File: src/rtl/pixel_cache.sv
// pixel_cache: direct-mapped read cache for single-pixel lookups into a
// binary (1 bit per pixel) frame buffer stored as WORD_W-pixel words.
//
// Ports:
//   clk, reset     - clock; synchronous active-high reset
//   x, y, request  - pixel coordinate and level-sensitive lookup request
//   pixel, ready   - looked-up pixel value, valid during the one-cycle ready pulse
//   flush          - invalidates every line (new frame written)
//   mem_addr       - frame-buffer word address, held for the whole miss
//   mem_rd         - one-cycle read strobe
//   mem_rdata      - returned word, bit 0 = leftmost pixel
//   mem_valid      - one-cycle pulse qualifying mem_rdata
`timescale 1ns/1ps
module pixel_cache #(
    parameter int IMG_W  = 640,
    parameter int IMG_H  = 480,
    parameter int WORD_W = 32,
    parameter int LINES  = 8,
    parameter int ADDR_W = 14
) (
    input  logic              clk,
    input  logic              reset,
    input  logic [9:0]        x,
    input  logic [9:0]        y,
    input  logic              request,
    output logic              pixel,
    output logic              ready,
    input  logic              flush,
    output logic [ADDR_W-1:0] mem_addr,
    output logic              mem_rd,
    input  logic [WORD_W-1:0] mem_rdata,
    input  logic              mem_valid
);

    localparam int WPR   = IMG_W / WORD_W;
    localparam int BIT_W = $clog2(WORD_W);
    localparam int IDX_W = $clog2(LINES);
    localparam int TAG_W = ADDR_W - IDX_W;

    typedef enum logic [2:0] {
        IDLE,
        CHECK,
        MISS_REQ,
        MISS_WAIT,
        RESPOND
    } state_t;

    state_t state, next_state;

    logic              req_q;
    logic [9:0]        x_q, y_q;
    logic              last_valid;
    logic [9:0]        last_x, last_y;
    logic              flush_seen;

    logic [LINES-1:0]  line_valid;
    logic [TAG_W-1:0]  line_tag  [LINES];
    logic [WORD_W-1:0] line_data [LINES];

    logic              trigger;
    logic              out_of_range;
    logic              hit;
    logic [ADDR_W-1:0] word_addr;
    logic [IDX_W-1:0]  chk_idx, fill_idx;
    logic [TAG_W-1:0]  chk_tag, fill_tag;
    logic [BIT_W-1:0]  bit_sel;

    logic              pixel_n, ready_n, mem_rd_n, fill;
    logic [ADDR_W-1:0] mem_addr_n;

    // A held request with an unchanged coordinate must not re-trigger; a
    // fresh rising edge or a flushed/empty record always does.
    assign trigger = request &&
                     (!req_q || !last_valid || (x != last_x) || (y != last_y));

    assign out_of_range = (32'(x_q) >= 32'(IMG_W)) || (32'(y_q) >= 32'(IMG_H));
    assign word_addr    = ADDR_W'(32'(y_q) * 32'(WPR) + 32'(x_q >> BIT_W));
    assign chk_idx      = word_addr[IDX_W-1:0];
    assign chk_tag      = word_addr[ADDR_W-1:IDX_W];
    assign bit_sel      = x_q[BIT_W-1:0];
    assign hit          = line_valid[chk_idx] && (line_tag[chk_idx] == chk_tag);

    // The miss address register doubles as the fill address.
    assign fill_idx = mem_addr[IDX_W-1:0];
    assign fill_tag = mem_addr[ADDR_W-1:IDX_W];

    // Next-state and next-output logic; every output is registered below,
    // so values are computed for the state being entered.
    always_comb begin
        next_state = state;
        pixel_n    = pixel;
        ready_n    = 1'b0;
        mem_rd_n   = 1'b0;
        mem_addr_n = mem_addr;
        fill       = 1'b0;
        case (state)
            IDLE: begin
                if (trigger) next_state = CHECK;
            end
            CHECK: begin
                if (out_of_range) begin
                    next_state = RESPOND;
                    ready_n    = 1'b1;
                    pixel_n    = 1'b0;
                end else if (hit) begin
                    next_state = RESPOND;
                    ready_n    = 1'b1;
                    pixel_n    = line_data[chk_idx][bit_sel];
                end else begin
                    next_state = MISS_REQ;
                    mem_rd_n   = 1'b1;
                    mem_addr_n = word_addr;
                end
            end
            MISS_REQ: begin
                next_state = MISS_WAIT;
            end
            MISS_WAIT: begin
                if (mem_valid) begin
                    next_state = RESPOND;
                    ready_n    = 1'b1;
                    pixel_n    = mem_rdata[bit_sel];
                    // Data fetched across a flush may be stale; return it
                    // but do not cache it.
                    fill       = !flush && !flush_seen;
                end
            end
            RESPOND: begin
                next_state = IDLE;
            end
            default: begin
                next_state = IDLE;
            end
        endcase
    end

    always_ff @(posedge clk) begin
        if (reset) begin
            state      <= IDLE;
            pixel      <= 1'b0;
            ready      <= 1'b0;
            mem_rd     <= 1'b0;
            mem_addr   <= '0;
            req_q      <= 1'b0;
            x_q        <= '0;
            y_q        <= '0;
            last_valid <= 1'b0;
            last_x     <= '0;
            last_y     <= '0;
            flush_seen <= 1'b0;
            line_valid <= '0;
        end else begin
            state    <= next_state;
            pixel    <= pixel_n;
            ready    <= ready_n;
            mem_rd   <= mem_rd_n;
            mem_addr <= mem_addr_n;
            req_q    <= request;

            if (state == IDLE && trigger) begin
                x_q <= x;
                y_q <= y;
            end

            if (state == RESPOND) begin
                last_valid <= 1'b1;
                last_x     <= x_q;
                last_y     <= y_q;
            end

            if (state == MISS_REQ || state == MISS_WAIT) begin
                flush_seen <= flush_seen | flush;
            end else begin
                flush_seen <= 1'b0;
            end

            if (fill) begin
                line_valid[fill_idx] <= 1'b1;
            end

            // Flush overrides both the fill and the last-served update.
            if (flush) begin
                line_valid <= '0;
                last_valid <= 1'b0;
            end
        end
    end

    always_ff @(posedge clk) begin
        if (!reset && fill) begin
            line_tag[fill_idx]  <= fill_tag;
            line_data[fill_idx] <= mem_rdata;
        end
    end

endmodule

File: config.mk
export PLATFORM = sky130hd
export DESIGN_NAME = pixel_cache
export DESIGN_NICKNAME = d
export VERILOG_FILES = /design/src/rtl/pixel_cache.sv
export SDC_FILE = /design/constraint.sdc
export NUM_CORES = 1
export LEC_CHECK = 0
export ABC_CLOCK_PERIOD_IN_PS = 5800
export CAP_MARGIN = 25
export CORE_ASPECT_RATIO = 0.75
export CORE_UTILIZATION = 55
export DETAILED_ROUTE_END_ITERATION = 10
export GPL_TIMING_DRIVEN = 0
export PLACE_DENSITY = 0.76
export SYNTH_ARGS = -nofsm -noshare
export SYNTH_HDL_FRONTEND = slang
export SYNTH_SLANG_ARGS = --single-unit
File: constraint.sdc
create_clock -name clk -period 5.8 [get_ports clk]
set_input_delay 1.74 -clock clk [delete_from_list [all_inputs] [get_ports clk]]
set_output_delay 1.74 -clock clk [all_outputs]
set_load 0.1 [all_outputs]
==> impl_results.md <==
- H-tree depth: 2
- Min Tclk post-route: 4965 ps
- Final setup violation count: 0
- Area after DPL: 18840 sq um
- Routability cong.: 0.8924
- Worst endpoint data arrival time: 5360 ps
- FMAX: 0.2014 GHz
- Design area: 20060 sq um
- Crit share post-route: 85.60%
- Initial DRC Count: 1138
- Starting Density: 56.63%
- Clock root cell: clkbuf_16
- First-pass GRT wire length: 61.07 mm
- Worst r2r src: y_q[3]
- Mapped Cells: 1023
- Core area: 30490 sq um
- Antenna viol nets, final: 0
- Ports: 74
- Number of stages on the worst setup path: 13
- Die area: 32110 sq um
- Worst setup path startpoint: y_q[3]
- CTS-repair resized insts: 0
- CP bufs+invs: 1
- Yosys Warn Count: 0
- Share of post-route cells with drive strength above 1: 17.80%
- Worst Hold Class: reg2reg
- Leakage power: 6.747 nW
- Max Clock Skew: 11.72 ps
- # DRC: 4
- Family with the most delay on the worst path: compound AO/OA/AOI/OAI gates
- Setup repair bufs after CTS: 0
- RSZ-0062 raised after global routing: false
- Max-slew violations: 0
- Max Cap Viol: 0
- Relative slew slack: 30.64%
- Total global routing overflow: 0
- EDFF count, synth: 344
- Share of the synthesized area in the top cell type: 59.84%
- Slowest stage delay, CP: 660 ps
- TritonCTS Buffers: 40
- Initial antenna violation count: 1
- Slowest-stage cell, CP: a211oi_1
- Via/cell ratio: 6.281
- Main synth FF type: edfxtp_1
- Final setup TNS: 0 ps
- CP Class: reg2reg
- Async SR Flop Fraction: 0%
- Final worst slack: 835.4 ps
- Worst Setup Start Kind: register
- Outcome: finished, violations left
- #FFs+latches synth: 415
- Clock-pin slew on the worst setup and hold paths: 60 ps
- Nets: 1239
- Util after Layout: 65.80%
- Crit-path cells: ha_1, ha_1, fa_1, a211oi_1, o22ai_1, or4_1, or4_4, a21oi_4, nand4_4, o21ai_4, buf_12, mux2i_1, nor2_1
- RR Endpoint: mem_addr[0]
- CP dominant cell by count: ha_1
- Syn Nets: 1101
- CP max FO: 10
- Dpl ws: 976.7 ps
- Top cells by area, synth: edfxtp_1 (60%), mux4_2 (12%), dfxtp_1 (8.2%)
- Clock Sinks: 415
- Vias: 9987
- Buffers added on ports: 73
- Drt total wl: 40.69 mm
- Worst setup EP type: register
- Cell taking the most area after synthesis: edfxtp_1
- Power per Cell Area: 328.1 nW/um^2
- Peak supply drop: 166.2 uV
- Worst setup path endpoint: mem_addr[0]
- Synth Area per Inst: 16.87 sq um
- Drt wl/cell: 25.59 microns
- Sequential area share after synthesis: 68.07%
- Total GRT Usage: 26.31%
- Area Overhead vs Synth: 16.19%
- CTS tree: built
- Final Hold Fails: 0
- Failing checks: design-rule violations
- Diode count: 0
- Post-synth top cells: edfxtp_1 (344), mux4_2 (90), dfxtp_1 (71), mux2i_1 (71), nor2_1 (63)
- Hold buffers post-CTS: 0
- First-pass iteration count of the detailed router: 8
- Reg2reg path depth: 13
- Worst reg2reg setup slack: 840 ps
- Most common cell in the netlist: edfxtp_1
- CP required: 6200 ps
- Clock buffer depth: 3
- Detail Placement HPWL: 27.78 mm
- Worst-margin pin slew: 1035 ps
- Largest net degree at the start of global routing: 25
- Clk_lat worst skew: 540 ps
- Die W: 206.6 microns
- Vias in the first global route: 9921
- Site Rows: 55
- Die H: 155.4 microns
- Cell variety after synth: 65
- Post-synthesis cell area: 17260 sq um
## where the power goes
part	internal, mW	switching, mW	total (mW)	leakage, nW
Sequential	3.25	0.0454	3.30	3.69
Clock	1.37	1.07	2.44	0.597
Combinational	0.347	0.495	0.843	2.46
Total	4.97	1.61	6.58	6.75
## final cells by class
cell class | count | area, sq um
clock buffers | 56 | 1104
flip-flops and latches | 415 | 11750
inverters | 16 | 60.06
clock inverters | 16 | 101.3
multi-input cells | 541 | 5266
repair buffers | 96 | 1041
fillers | 2052 | 10430
well taps | 399 | 499.2
plain buffers | 51 | 235.2
## cells in the final DEF (no fill, tap or decap), types with 4 or more instances in the layout
master / Yosys / routed
nor3_2: 0 / 4
xnor2_1: 13 / 13
clkbuf_1: 27 / 39
nor4_1: 8 / 8
o21ai_0: 14 / 14
a31o_2: 5 / 5
clkinv_2: 0 / 8
buf_2: 16 / 16
a21oi_1: 34 / 34
clkbuf_16: 0 / 41
nand3_1: 11 / 11
nand4_1: 7 / 7
nor2_4: 0 / 4
mux2i_1: 71 / 71
clkinv_1: 0 / 6
xnor3_1: 5 / 5
ha_1: 19 / 19
nand2_1: 59 / 59
inv_1: 15 / 15
dfxtp_1: 71 / 71
mux4_2: 90 / 90
clkdlybuf4s50_1: 0 / 73
o22ai_1: 8 / 8
nor2b_1: 4 / 4
o21a_1: 7 / 7
buf_1: 5 / 5
xor2_1: 24 / 24
buf_6: 0 / 18
nor3_1: 20 / 16
a211oi_1: 8 / 8
nor2_1: 63 / 59
and3_1: 6 / 6
buf_12: 1 / 5
edfxtp_1: 344 / 344
o221ai_1: 8 / 8
## metal layers
layer / global-route usage (%) / up-vias / wire [microns]
li1: - / 4350 / -
met1: 40.11 / 5058 / 17560
met2: 37.82 / 506 / 18080
met3: 6.577 / 71 / 4187
met4: 6.933 / 2 / 847
met5: 0 / - / 13
## worst reg2reg max path, cell delays in order (launching register included)
cell,delay [ps]
dfxtp_1,480
ha_1,290
ha_1,230
fa_1,470
a211oi_1,660
o22ai_1,240
or4_1,560
or4_4,550
a21oi_4,200
nand4_4,170
o21ai_4,470
buf_12,220
mux2i_1,230
nor2_1,60
## worst min path at each step
stage / startpoint / depth (start not counted) / endpoint
after global routing: last_x[0] / 2 / last_x[0]
after global placement: line_valid[5] / 1 / line_valid[5]
after detailed placement: last_valid / 1 / last_valid
after floorplan: line_valid[1] / 1 / line_valid[1]
final: last_y[6] / 2 / last_y[6]
after CTS: last_y[1] / 2 / last_y[1]
## kinds of logic (layout without fill, tap and decap cells)
logic type | count (synthesis) | count (layout) | synth area share (%)
flip-flops | 415 | 415 | 68.07
AND/OR/NAND/NOR | 202 | 202 | 5.610
multiplexers | 162 | 162 | 15.92
AO/OA/AOI/OAI | 114 | 114 | 4.545
buffers and inverters | 67 | 235 | 1.710
XOR/XNOR | 42 | 42 | 2.530
adder cells (fa/ha/maj) | 21 | 21 | 1.609
## per-stage QoR
stage               hold slack (ps)  power, mW  instances
finish                        469.2      6.581       1590
global route                  485.2      6.768       1590
CTS                           469.4      6.599       1589
detailed placement            457.6      4.195       1517
global placement              444.1      4.177       1495
floorplan                     435.7      3.915       1023
## flip-flops by register name, indices dropped and copies added, names as in the netlist, 3 cells and up
name,count
y_q,10
last_x,10
last_y,10
line_data,256
mem_addr,14
line_tag,88
state,3
line_valid,8
x_q,10
(Power assumes the default switching activity.)
